===== src/rtl/pcie_flr_responder.sv =====
// pcie_flr_responder: queues PCIe FLR requests, holds each function in reset,
// waits for quiescence, then returns a response. Option macro: FLR_TIMEOUT_EN.
module pcie_flr_responder #(
  parameter int FIFO_DEPTH      = 4,
  parameter int RST_HOLD_CYCLES = 16,
  parameter int TIMEOUT_CYCLES  = 4096
) (
  input  logic        clk,
  input  logic        rst_n,
  input  logic        flr_req_valid,
  input  logic [2:0]  flr_req_pf,
  input  logic [10:0] flr_req_vf,
  input  logic        flr_req_vf_active,
  output logic        flr_rsp_valid,
  output logic [2:0]  flr_rsp_pf,
  output logic [10:0] flr_rsp_vf,
  output logic        flr_rsp_vf_active,
  output logic        func_rst_valid,
  output logic [2:0]  func_rst_pf,
  output logic [10:0] func_rst_vf,
  output logic        func_rst_vf_active,
  input  logic        func_rst_ack,
  output logic        flr_busy,
  output logic        flr_overflow,
  output logic        flr_timeout,
  input  logic        err_clr
);

  localparam int AW   = $clog2(FIFO_DEPTH);
  localparam int MAXC = (RST_HOLD_CYCLES > TIMEOUT_CYCLES) ?
                        RST_HOLD_CYCLES : TIMEOUT_CYCLES;
  localparam int CW   = $clog2(MAXC) + 1;

  localparam logic [1:0] S_IDLE   = 2'd0;
  localparam logic [1:0] S_ASSERT = 2'd1;
  localparam logic [1:0] S_WAIT   = 2'd2;
  localparam logic [1:0] S_RSP    = 2'd3;

  logic [1:0]    state, state_d;
  logic [CW-1:0] cnt, cnt_d;
  logic [14:0]   mem [FIFO_DEPTH];
  logic [AW-1:0] wr_ptr, rd_ptr;
  logic [AW:0]   count, count_d;
  logic          full, empty, pop, push, rsp_go;
`ifdef FLR_TIMEOUT_EN
  logic          tmo_hit;
`endif

  assign full    = (count == (AW+1)'(FIFO_DEPTH));
  assign empty   = (count == '0);
  assign pop     = (state == S_IDLE) && !empty;
  assign push    = flr_req_valid && (!full || pop);
  assign count_d = count + (AW+1)'(push) - (AW+1)'(pop);
  assign rsp_go  = (state == S_WAIT) && (state_d == S_RSP);

  // Next-state and hold/timeout counter decode
  always_comb begin
    state_d = state;
    cnt_d   = cnt;
`ifdef FLR_TIMEOUT_EN
    tmo_hit = 1'b0;
`endif
    unique case (1'b1)
      (state == S_IDLE): begin
        if (pop) begin
          state_d = S_ASSERT;
          cnt_d   = CW'(RST_HOLD_CYCLES - 1);
        end
      end
      (state == S_ASSERT): begin
        if (cnt == '0) begin
          state_d = S_WAIT;
`ifdef FLR_TIMEOUT_EN
          cnt_d   = CW'(TIMEOUT_CYCLES);
`endif
        end else begin
          cnt_d = cnt - CW'(1);
        end
      end
      (state == S_WAIT): begin
        if (func_rst_ack) begin
          state_d = S_RSP;
        end
`ifdef FLR_TIMEOUT_EN
        else if (cnt <= CW'(1)) begin
          state_d = S_RSP;
          tmo_hit = 1'b1;
          cnt_d   = '0;
        end else begin
          cnt_d = cnt - CW'(1);
        end
`endif
      end
      default: state_d = S_IDLE;
    endcase
  end

  // Request queue storage
  always_ff @(posedge clk or negedge rst_n) begin
    if (!rst_n) begin
      for (int i = 0; i < FIFO_DEPTH; i++) mem[i] <= '0;
    end else if (push) begin
      mem[wr_ptr] <= {flr_req_pf, flr_req_vf, flr_req_vf_active};
    end
  end

  // FSM, queue pointers and busy flag
  always_ff @(posedge clk or negedge rst_n) begin
    if (!rst_n) begin
      state    <= S_IDLE;
      cnt      <= '0;
      count    <= '0;
      wr_ptr   <= '0;
      rd_ptr   <= '0;
      flr_busy <= 1'b0;
    end else begin
      state    <= state_d;
      cnt      <= cnt_d;
      count    <= count_d;
      flr_busy <= (state_d != S_IDLE) || (count_d != '0);
      if (push) wr_ptr <= wr_ptr + AW'(1);
      if (pop)  rd_ptr <= rd_ptr + AW'(1);
    end
  end

  // Per-function reset and response outputs
  always_ff @(posedge clk or negedge rst_n) begin
    if (!rst_n) begin
      func_rst_valid     <= 1'b0;
      func_rst_pf        <= '0;
      func_rst_vf        <= '0;
      func_rst_vf_active <= 1'b0;
      flr_rsp_valid      <= 1'b0;
      flr_rsp_pf         <= '0;
      flr_rsp_vf         <= '0;
      flr_rsp_vf_active  <= 1'b0;
    end else begin
      if (pop) begin
        func_rst_valid <= 1'b1;
        {func_rst_pf, func_rst_vf, func_rst_vf_active} <= mem[rd_ptr];
      end else if (rsp_go) begin
        func_rst_valid <= 1'b0;
      end
      flr_rsp_valid <= rsp_go;
      if (rsp_go) begin
        flr_rsp_pf        <= func_rst_pf;
        flr_rsp_vf        <= func_rst_vf;
        flr_rsp_vf_active <= func_rst_vf_active;
      end
    end
  end

  // Sticky overflow flag; clear wins over set
  always_ff @(posedge clk or negedge rst_n) begin
    if (!rst_n) flr_overflow <= 1'b0;
    else if (err_clr) flr_overflow <= 1'b0;
    else if (flr_req_valid && !push) flr_overflow <= 1'b1;
  end

`ifdef FLR_TIMEOUT_EN
  // Sticky timeout flag; clear wins over set
  always_ff @(posedge clk or negedge rst_n) begin
    if (!rst_n) flr_timeout <= 1'b0;
    else if (err_clr) flr_timeout <= 1'b0;
    else if (tmo_hit) flr_timeout <= 1'b1;
  end
`else
  assign flr_timeout = 1'b0;
`endif

endmodule


===== config.mk =====
export PLATFORM = sky130hd
export DESIGN_NAME = pcie_flr_responder
export DESIGN_NICKNAME = d
export VERILOG_FILES = /design/src/rtl/pcie_flr_responder.sv
export SDC_FILE = /design/constraint.sdc
export NUM_CORES = 1
export LEC_CHECK = 0
export ABC_CLOCK_PERIOD_IN_PS = 3300
export BUFFER_PORTS_ARGS = -buffer_cell sky130_fd_sc_hd__buf_2
export CAP_MARGIN = 25
export CORE_ASPECT_RATIO = 0.6
export CORE_MARGIN = 1.5
export CORE_UTILIZATION = 40
export CTS_CLUSTER_DIAMETER = 30
export DETAILED_ROUTE_END_ITERATION = 12
export PLACE_DENSITY_LB_ADDON = 0.12
export SETUP_SLACK_MARGIN = 0.2
export SLEW_MARGIN = 40
export SYNTH_ARGS = -nofsm -noshare
export SYNTH_HDL_FRONTEND = slang
export SYNTH_SLANG_ARGS = --single-unit

===== constraint.sdc =====
create_clock -name clk -period 3.3 [get_ports clk]
set_clock_uncertainty 0.05 [all_clocks]
set_input_delay 0.66 -clock clk [delete_from_list [all_inputs] [get_ports clk]]
set_output_delay 0.66 -clock clk [all_outputs]
set_load 0.02 [all_outputs]

Word-level counts from Yosys, hierarchy flattened
Cells that the tools add are included.
{"block": "word_totals", "elab_cells": 71, "ff_bits": 116, "output_inout_bits": 35}
{"block": "op_classes", "n_addsub": 5, "eq_ne": 6, "n_bitwise": 2, "muxes": 17, "magnitude_cmp": 3, "reduce_logical": 19}
{"operator": "60-bit bitwise mux", "n": 1}
{"operator": "15-bit 2-to-1 mux", "n": 3}
{"operator": "15-bit binary-select mux with 2-bit select", "n": 1}
{"operator": "15-bit demux with 2-bit select", "n": 1}
{"operator": "13-bit 2-to-1 mux", "n": 2}
{"operator": "13-bit case mux with 2 select lines", "n": 1}
{"operator": "13-bit logical NOT", "n": 1}
{"operator": "13-bit by 1-bit subtractor with 13-bit output (second input constant)", "n": 1}
{"operator": "2-bit nonzero test", "n": 4}
{"operator": "3-bit >= comparator (second input constant)", "n": 2}
{"operator": "2-bit 2-to-1 mux", "n": 3}
{"operator": "2-bit inverter with 3-bit output", "n": 2}
{"operator": "2-bit case mux with 3 select lines", "n": 1}
{"operator": "1-bit logical AND", "n": 5}
{"operator": "2-bit by 1-bit adder with 2-bit output (second input constant)", "n": 2}
{"operator": "2-bit == test (second input constant)", "n": 2}
{"operator": "1-bit 2-to-1 mux", "n": 4}
{"operator": "2-bit inequality test (second input constant)", "n": 2}
{"operator": "3-bit by 1-bit adder with 3-bit output", "n": 1}
{"operator": "3-bit == test (second input constant)", "n": 1}
{"operator": "1-bit logical NOT", "n": 3}
{"operator": "3-bit logical NOT", "n": 1}
{"operator": "3-bit by 1-bit less-than comparator with 1-bit output (second input constant)", "n": 1}
{"operator": "3-bit AND reduction", "n": 1}
{"operator": "other kinds (5)", "n": 6}

Depth between registers and ports, before layout
Gate-level depths: netlist of the first run.
{"block": "depth", "word_depth": 9, "depth_mapped": 12}

Least setup slack after synthesis of the first run
OpenSTA, ideal clock, no wires.
{"block": "synth_timing", "kind": "register to register", "from": "register state[1]", "to": "register flr_busy", "arrival_ps": 3073, "path_buffers": 2, "synth_period_minus_slack_ps": 3254, "setup_slack_ps": 46, "stages_incl_launch_ff": 12, "required_time_ps": 3119, "path_cell_list": "dfrtp_1 or2_2 or2_2 clkbuf_1 inv_1 buf_1 ha_1 inv_1 ha_1 fa_1 or3_1 or3_1"}
{"block": "synth_between", "elab_chain_len": 8}
{"element": "start: declaration", "line": "39", "rtl": "logic [1:0] state, state_d;"}
{"element": "start signal: assignment", "line": "117", "rtl": "state <= state_d;"}
{"element": "2-bit logical NOT *", "line": "51", "rtl": "assign pop = (state == S_IDLE) && !empty;"}
{"element": "1-bit logical AND *", "line": "51"}
{"element": "via pop", "line": "44", "rtl": "logic full, empty, pop, push, rsp_go;"}
{"element": "1-bit logical OR", "line": "52", "rtl": "assign push = flr_req_valid && (!full || pop);"}
{"element": "1-bit logical AND", "line": "52"}
{"element": "3-bit by 1-bit adder with 3-bit output", "line": "53", "rtl": "assign count_d = count + (AW+1)'(push) - (AW+1)'(pop);"}
{"element": "3-bit by 1-bit subtractor with 3-bit output *", "line": "53"}
{"element": "via count_d[1]", "line": "43", "rtl": "logic [AW:0] count, count_d;"}
{"element": "3-bit nonzero test *", "line": "120", "rtl": "flr_busy <= (state_d != S_IDLE) || (count_d != '0);"}
{"element": "1-bit logical OR *", "line": "120"}
{"element": "end signal: assignment", "line": "120"}
{"element": "end: declaration", "line": "23", "rtl": "output logic flr_busy,"}
The timed path passes the listed nets; every way through them passes the cells marked *.
A chain may end at the register's enable or synchronous reset.

Worst setup path after layout of the first run
{"block": "layout_timing", "from": "register state[1]", "to": "register flr_busy"}
{"block": "layout_between", "elab_chain_len": 8}
{"element": "2-bit logical NOT *", "line": "51"}
{"element": "1-bit logical AND *", "line": "51"}
{"element": "1-bit logical OR", "line": "52"}
{"element": "1-bit logical AND", "line": "52"}
{"element": "3-bit by 1-bit adder with 3-bit output", "line": "53"}
{"element": "3-bit by 1-bit subtractor with 3-bit output *", "line": "53"}
{"element": "via count_d[1]", "line": "43"}
{"element": "3-bit nonzero test *", "line": "120"}
{"element": "1-bit logical OR *", "line": "120"}
Marks and branches as above.

==> results of run 1 <==
-- layout make-up --
type,instances,area share
clock buffers,19,0.0732
clock inverters,13,0.0407
inverters,11,0.00668
multi-input cells,225,0.325
flip-flops and latches,116,0.470
well taps,165,0.0334
repair buffers,58,0.0514
-- power groups by stage --
stage          clock network [W]  logic (W)  registers, W
3_5_place_dp                   0    0.00218       0.00253
2_1_floorplan                  0    0.00157       0.00251
5_1_grt                  0.00228    0.00237       0.00261
4_1_cts                  0.00222    0.00219       0.00251
3_3_place_gp                   0    0.00212       0.00249
6_report                 0.00218    0.00215       0.00251
-- path summary, 6_finish.rpt --
path                                                  from                    endpoint  cells past startpoint
worst min-delay path                                 rst_n          cnt[2]$_DFFE_PN0P_                      1
worst min register to register  func_rst_valid$_DFFE_PN0P_  func_rst_valid$_DFFE_PN0P_                      2
min in group clk                                   err_clr    flr_overflow$_DFFE_PN0P_                      2
max in group asynchronous                            rst_n       rd_ptr[1]$_DFFE_PN0P_                      2
worst max-delay path                    state[1]$_DFF_PN0_          flr_busy$_DFF_PN0_                      9
worst max register to register          state[1]$_DFF_PN0_          flr_busy$_DFF_PN0_                      9
-- Yosys cell counts --
master / count / share of area
a211o_1: 1 / 0.0017
a21oi_1: 5 / 0.0050
a31oi_2: 1 / 0.0025
a41oi_1: 1 / 0.0017
buf_1: 3 / 0.0022
buf_2: 5 / 0.0050
buf_4: 1 / 0.0015
buf_6: 1 / 0.0022
clkbuf_1: 6 / 0.0045
conb_1: 1 / 0.00075
dfrtp_1: 116 / 0.58
fa_1: 1 / 0.0040
ha_1: 7 / 0.017
inv_1: 11 / 0.0082
mux2_2: 75 / 0.17
mux2i_1: 3 / 0.0060
mux4_2: 15 / 0.067
nand2_1: 54 / 0.040
nand2_2: 5 / 0.0062
nand2b_1: 2 / 0.0025
nand3_1: 2 / 0.0020
nand4_1: 1 / 0.0012
nor2_1: 9 / 0.0067
nor2b_1: 2 / 0.0025
nor3_1: 3 / 0.0030
nor4_1: 3 / 0.0037
nor4_4: 1 / 0.0042
o211a_1: 1 / 0.0020
o211ai_1: 1 / 0.0015
o211ai_2: 1 / 0.0025
o21ai_0: 1 / 0.00099
o21bai_1: 1 / 0.0015
o311ai_0: 3 / 0.0052
o31a_1: 1 / 0.0017
o31ai_1: 4 / 0.0060
o41ai_1: 2 / 0.0035
or2_2: 4 / 0.0050
or3_1: 5 / 0.0062
or3_4: 1 / 0.0022
or3b_2: 1 / 0.0017
or4_4: 2 / 0.0045
xnor2_1: 4 / 0.0070
xor2_1: 1 / 0.0017
-- layer usage --
metal	vias up	global-route usage	part of all wire	wire length (microns)
met5	-	0	0.0012	12
met4	2	0.0575	0.011	112
met3	13	0.0452	0.041	423
met2	56	0.236	0.42	4280
met1	1561	0.258	0.53	5430
li1	1428	-	-	-
-- flip-flops by register name (all words and copies together), names as in the netlist, 3 cells and up --
signal	count
flr_rsp_pf	3
func_rst_vf	11
func_rst_pf	3
mem	60
cnt	13
flr_rsp_vf	11
count	3
-- cells by family (layout without fill, tap and decap cells) --
| logic type | Yosys count | after routing | synth area share |
|---|---|---|---|
| adders and majority gates | 8 | 8 | 0.0214 |
| xor gates and xnor gates | 5 | 5 | 0.00870 |
| muxes | 93 | 93 | 0.241 |
| and+or+nand+nor | 95 | 95 | 0.0920 |
| DFF | 116 | 116 | 0.577 |
| other | 1 | 1 | 0.000745 |
| buffers and inverters | 27 | 101 | 0.0236 |
| AOI/OAI and AO/OA | 23 | 23 | 0.0358 |
-- stage by stage --
step                instances  hold WS [ps]  utilization  setup slack [ps]  total power (W)
floorplan                 368           314            -               207          0.00408
global placement          575           417        0.450               523          0.00462
detailed placement        575           426        0.450               437          0.00471
CTS                       607           205        0.508               437          0.00691
global route              607           223        0.508               328          0.00726
finish                    607           186        0.508               437          0.00684
-- worst register-to-register path, cell delays in order (launching register included) --
cell	delay, ps
dfrtp_1	400
or2_2	350
or2_2	320
inv_1	90
ha_1	230
inv_1	60
ha_1	160
fa_1	430
or3_1	370
or3_1	300
==> metrics.md, run 1 <==
| Metric | Value |
|---|---|
| Hold crit path type | input port to asynchronous set/reset pin |
| Net Switching | 0.00213 W |
| Antenna violations before repair | 1 |
| Post-cts sizing count | 0 |
| Starting Density | 0.413 |
| Critical-path cell list | or2_2, or2_2, inv_1, ha_1, inv_1, ha_1, fa_1, or3_1, or3_1 |
| Rel. slew slack | 0.646 |
| Drt pass-1 iters | 5 |
| Period utilization | 0.867 |
| CTS buffer count | 17 |
| Pin count of the biggest net entering global routing | 77 |
| Most frequent cells in the layout | dfrtp_1 (115), mux2_2 (75), nand2_1 (54) |
| Commonest non-fill, non-tap cell in the layout | dfrtp_1 |
| Max VDD drop | 0.000393 V |
| Setup_tns | 0 ps |
| Antenna diodes | 0 |
| Number of hold buffers added after CTS | 0 |
| # IOs | 55 |
| Largest fanout on the critical path | 4 |
| Worst-path clk slew | 50 ps |
| Data arrival, critical path | 3090 ps |
| Switching share of total power | 0.311 |
| Total GRT Usage | 0.171 |
| Clock root cell | clkbuf_16 |
| Reg power frac | 0.367 |
| Final Hold Fails | 0 |
| Cell area after synthesis | 0.00503 sq mm |
| Reg-to-reg setup timing slack | 440 ps |
| Iter 0 DRT Violations | 165 |
| Grt ovf | 0 |
| Combinational group share of total power | 0.314 |
| Mapped Avg Cell Area | 13.7 sq um |
| Register area share after synthesis | 0.577 |
| Die width | 148 microns |
| Max frequency | 349 MHz |
| CTS tree | done |
| Synth cell types | 43 |
| Status | finished, final reports clean |
| Max Transition Viols Final | 0 |
| Clock tree buffer depth | 2 |
| Worst path required time | 3530 ps |
| FF/Latch Area | 0.00290 sq mm |
| First-pass GRT wire length | 17,300 microns |
| Cell Area, Placed | 0.00548 sq mm |
| Post-DP HPWL | 6780 microns |
| Clk_lat worst skew | 400 ps |
| GPL Wtd Cong | 0.783 |
| # clock sinks | 116 |
| Wire length per cell | 16.9 microns |
| Die area | 0.0133 sq mm |
| WP buf/inv | 2 |
| Synthesized instance count | 368 |
| Syn Nets | 396 |
| CTS H-tree lvls | 4 |
| Seq cells post-synth | 116 |
| Critical Path Max Stage Delay | 430 ps |
| Crit Path Class | flop to flop |
| Final Instance Area | 0.00618 sq mm |
| Clock Power Share | 0.319 |
| Remaining antenna violation count after routing | 0 |
| Total Nets Final | 457 |
| Final wirelength | 10,300 microns |
| Synthesis Warnings | 0 |
| Core area | 0.0122 sq mm |
| Synth-to-layout area growth | 22.9% |
| CP top delay family | simple AND/OR/NAND/NOR gates |
| CP Capture Type | flop |
| Setup crit start kind | flop |
| Area of the multi-input gates | 0.00201 sq mm |
| Vias in the first global route | 3,144 |
| Setup-failing EPs final | 0 |
| Setup Fix Bufs, Post-CTS | 0 |
| DRC viols | 0 |
| Fillers | 1,073 |
| Worst path slowest cell | fa_1 |
| Vias per inst | 5.04 |
| IO buf count | 53 |
| Pwr dens | 1110 mW/mm^2 |
| Std-Cell Rows | 31 |
| Die Ht | 89.9 microns |
| Worst slew pin tran | 532 ps |
| RSZ-0062 raised after global routing | no |
| Minimum clock period | 2860 ps |
| Share of layout cells above drive strength 1 | 0.446 |
| Via Count | 3,060 |
| Max Cap Viol | 0 |
| Leakage power total | 2.91 nW |
| Internal | 0.00471 W |
(Power assumes the default switching activity.)
==> run 2, diff against run 1 <==
Settings changed: CORE_ASPECT_RATIO 0.6 to unset, PLACE_DENSITY_LB_ADDON 0.12 to 0.05.
==> metrics.md, run 2 (synthesis results as in run 1) <==
| Metric | Value |
|---|---|
| Status | finished, final reports clean |
| CP Capture Type | flop |
| Period utilization | 0.865 |
| Fillers | 1,111 |
| Die Ht | 115 microns |
| Die width | 115 microns |
| Rel. slew slack | 0.443 |
| Total GRT Usage | 0.167 |
| Synth-to-layout area growth | 20.6% |
| Net Switching | 0.00205 W |
| Clock tree buffer depth | 2 |
| Crit Path Class | flop to flop |
| Total Nets Final | 458 |
| Max VDD drop | 0.000398 V |
| Number of hold buffers added after CTS | 0 |
| Antenna violations before repair | 0 |
| Reg with most FFs | mem |
| Share of layout cells above drive strength 1 | 0.440 |
| Wire length per cell | 16.2 microns |
| Most frequent cells in the layout | dfrtp_1 (116), mux2_2 (75), nand2_1 (54) |
| Pwr dens | 1050 mW/mm^2 |
| Commonest non-fill, non-tap cell in the layout | dfrtp_1 |
| Drt pass-1 iters | 4 |
| Remaining antenna violation count after routing | 0 |
| Vias per inst | 4.95 |
| DRC viols | 0 |
| Clock root cell | clkbuf_16 |
| Iter 0 DRT Violations | 140 |
| Data arrival, critical path | 3090 ps |
| Combinational group share of total power | 0.332 |
| # IOs | 55 |
| Final wirelength | 9920 microns |
| CTS H-tree lvls | 4 |
| RSZ-0062 raised after global routing | no |
| Clk_lat worst skew | 420 ps |
| Minimum clock period | 2850 ps |
| Util after Layout | 0.499 |
| Worst-path clk slew | 50 ps |
| Largest registers | mem x60, cnt x13 |
| Std-Cell Rows | 40 |
| Final Hold Fails | 0 |
| Count of placed standard cells including taps | 579 |
| CTS tree | done |
| Via Count | 3,027 |
| Max Transition Viols Final | 0 |
| IO buf count | 53 |
| Setup_tns | 0 ps |
| Clock Power Share | 0.279 |
| GPL Wtd Cong | 0.755 |
| Switching share of total power | 0.320 |
| # clock sinks | 116 |
| Max Cap Viol | 0 |
| Starting Density | 0.414 |
| Post-cts sizing count | 0 |
| Worst slew pin tran | 835 ps |
| Reg power frac | 0.389 |
| Max frequency | 350 MHz |
| Largest fanout on the critical path | 4 |
| Pin count of the biggest net entering global routing | 53 |
| Internal | 0.00434 W |
| Setup-failing EPs final | 0 |
| Max reg flops | 60 |
| Grt ovf | 0 |
| Antenna diodes | 0 |
| Setup Fix Bufs, Post-CTS | 0 |
| Post-route insts no fill | 611 |
| Worst path required time | 3540 ps |
| Setup crit start kind | flop |
| Core area | 0.0122 sq mm |
| Leakage power total | 2.87 nW |
| CTS buffer count | 17 |
| Vias in the first global route | 3,043 |
| Post-DP HPWL | 6550 microns |
| Hold crit path type | input port to asynchronous set/reset pin |
| First-pass GRT wire length | 16,200 microns |
| Die area | 0.0133 sq mm |
[run 2: cell count changes in the layout (fill, tap and decap cells not counted), sizes merged]
cell	delta
clkinv	+4
buf	+1
clkbuf	+3
bufinv	-5
clkinvlp	-1
inv	-1
[run 2: area by class of cell]
cell class	count	area, sq um	share of cell area
multi-input cells	225	2010	0.331
clock inverters	10	105	0.0173
inverters	11	41.3	0.00680
repair buffers	59	325	0.0536
clock buffers	22	474	0.0781
well taps	168	210	0.0346
flip-flops and latches	116	2900	0.478
[run 2: worst max-delay path, stage by stage (launching register included)]
cell and delay [ps]:
dfrtp_1 390, or2_2 330, or2_2 310, inv_1 80
ha_1 220, inv_1 60, ha_1 150, fa_1 430
or3_1 400, or3_1 310
[run 2: per-layer routing]
layer | GRT usage | share of wire
met4 | 0.0840 | 0.021
met3 | 0.0511 | 0.038
met5 | 0 | 0
met1 | 0.222 | 0.48
met2 | 0.248 | 0.47
[run 2: stage by stage]
stage	worst slack [ps]	instance area [sq um]	total power (W)	hold WS [ps]
global placement	503	5490	0.00461	412
floorplan	207	5040	0.00408	314
global route	330	6070	0.00679	192
CTS	420	6070	0.00648	170
finish	446	6070	0.00638	162
detailed placement	428	5490	0.00467	409
[run 2: power groups by stage]
stage	registers [W]	clock network, W	logic, W
3_5_place_dp	0.00252	0	0.00216
4_1_cts	0.00249	0.00182	0.00216
6_report	0.00249	0.00178	0.00212
2_1_floorplan	0.00251	0	0.00157
5_1_grt	0.00258	0.00189	0.00233
3_3_place_gp	0.00250	0	0.00211
[run 2: path summary, 6_finish.rpt]
| path | startpoint | to | slack [ps] | cells after the start |
|---|---|---|---|---|
| worst max-delay path | state[1]$_DFF_PN0_ | flr_busy$_DFF_PN0_ | 450 | 9 |
| worst min-delay path | rst_n | cnt[6]$_DFFE_PN0P_ | 160 | 1 |
| worst max register to register | state[1]$_DFF_PN0_ | flr_busy$_DFF_PN0_ | 450 | 9 |
| worst min register to register | func_rst_valid$_DFFE_PN0P_ | func_rst_valid$_DFFE_PN0P_ | 420 | 2 |
| min in group clk | err_clr | flr_overflow$_DFFE_PN0P_ | 340 | 2 |
| max in group asynchronous | rst_n | mem[50]$_DFFE_PN0P_ | 2280 | 2 |
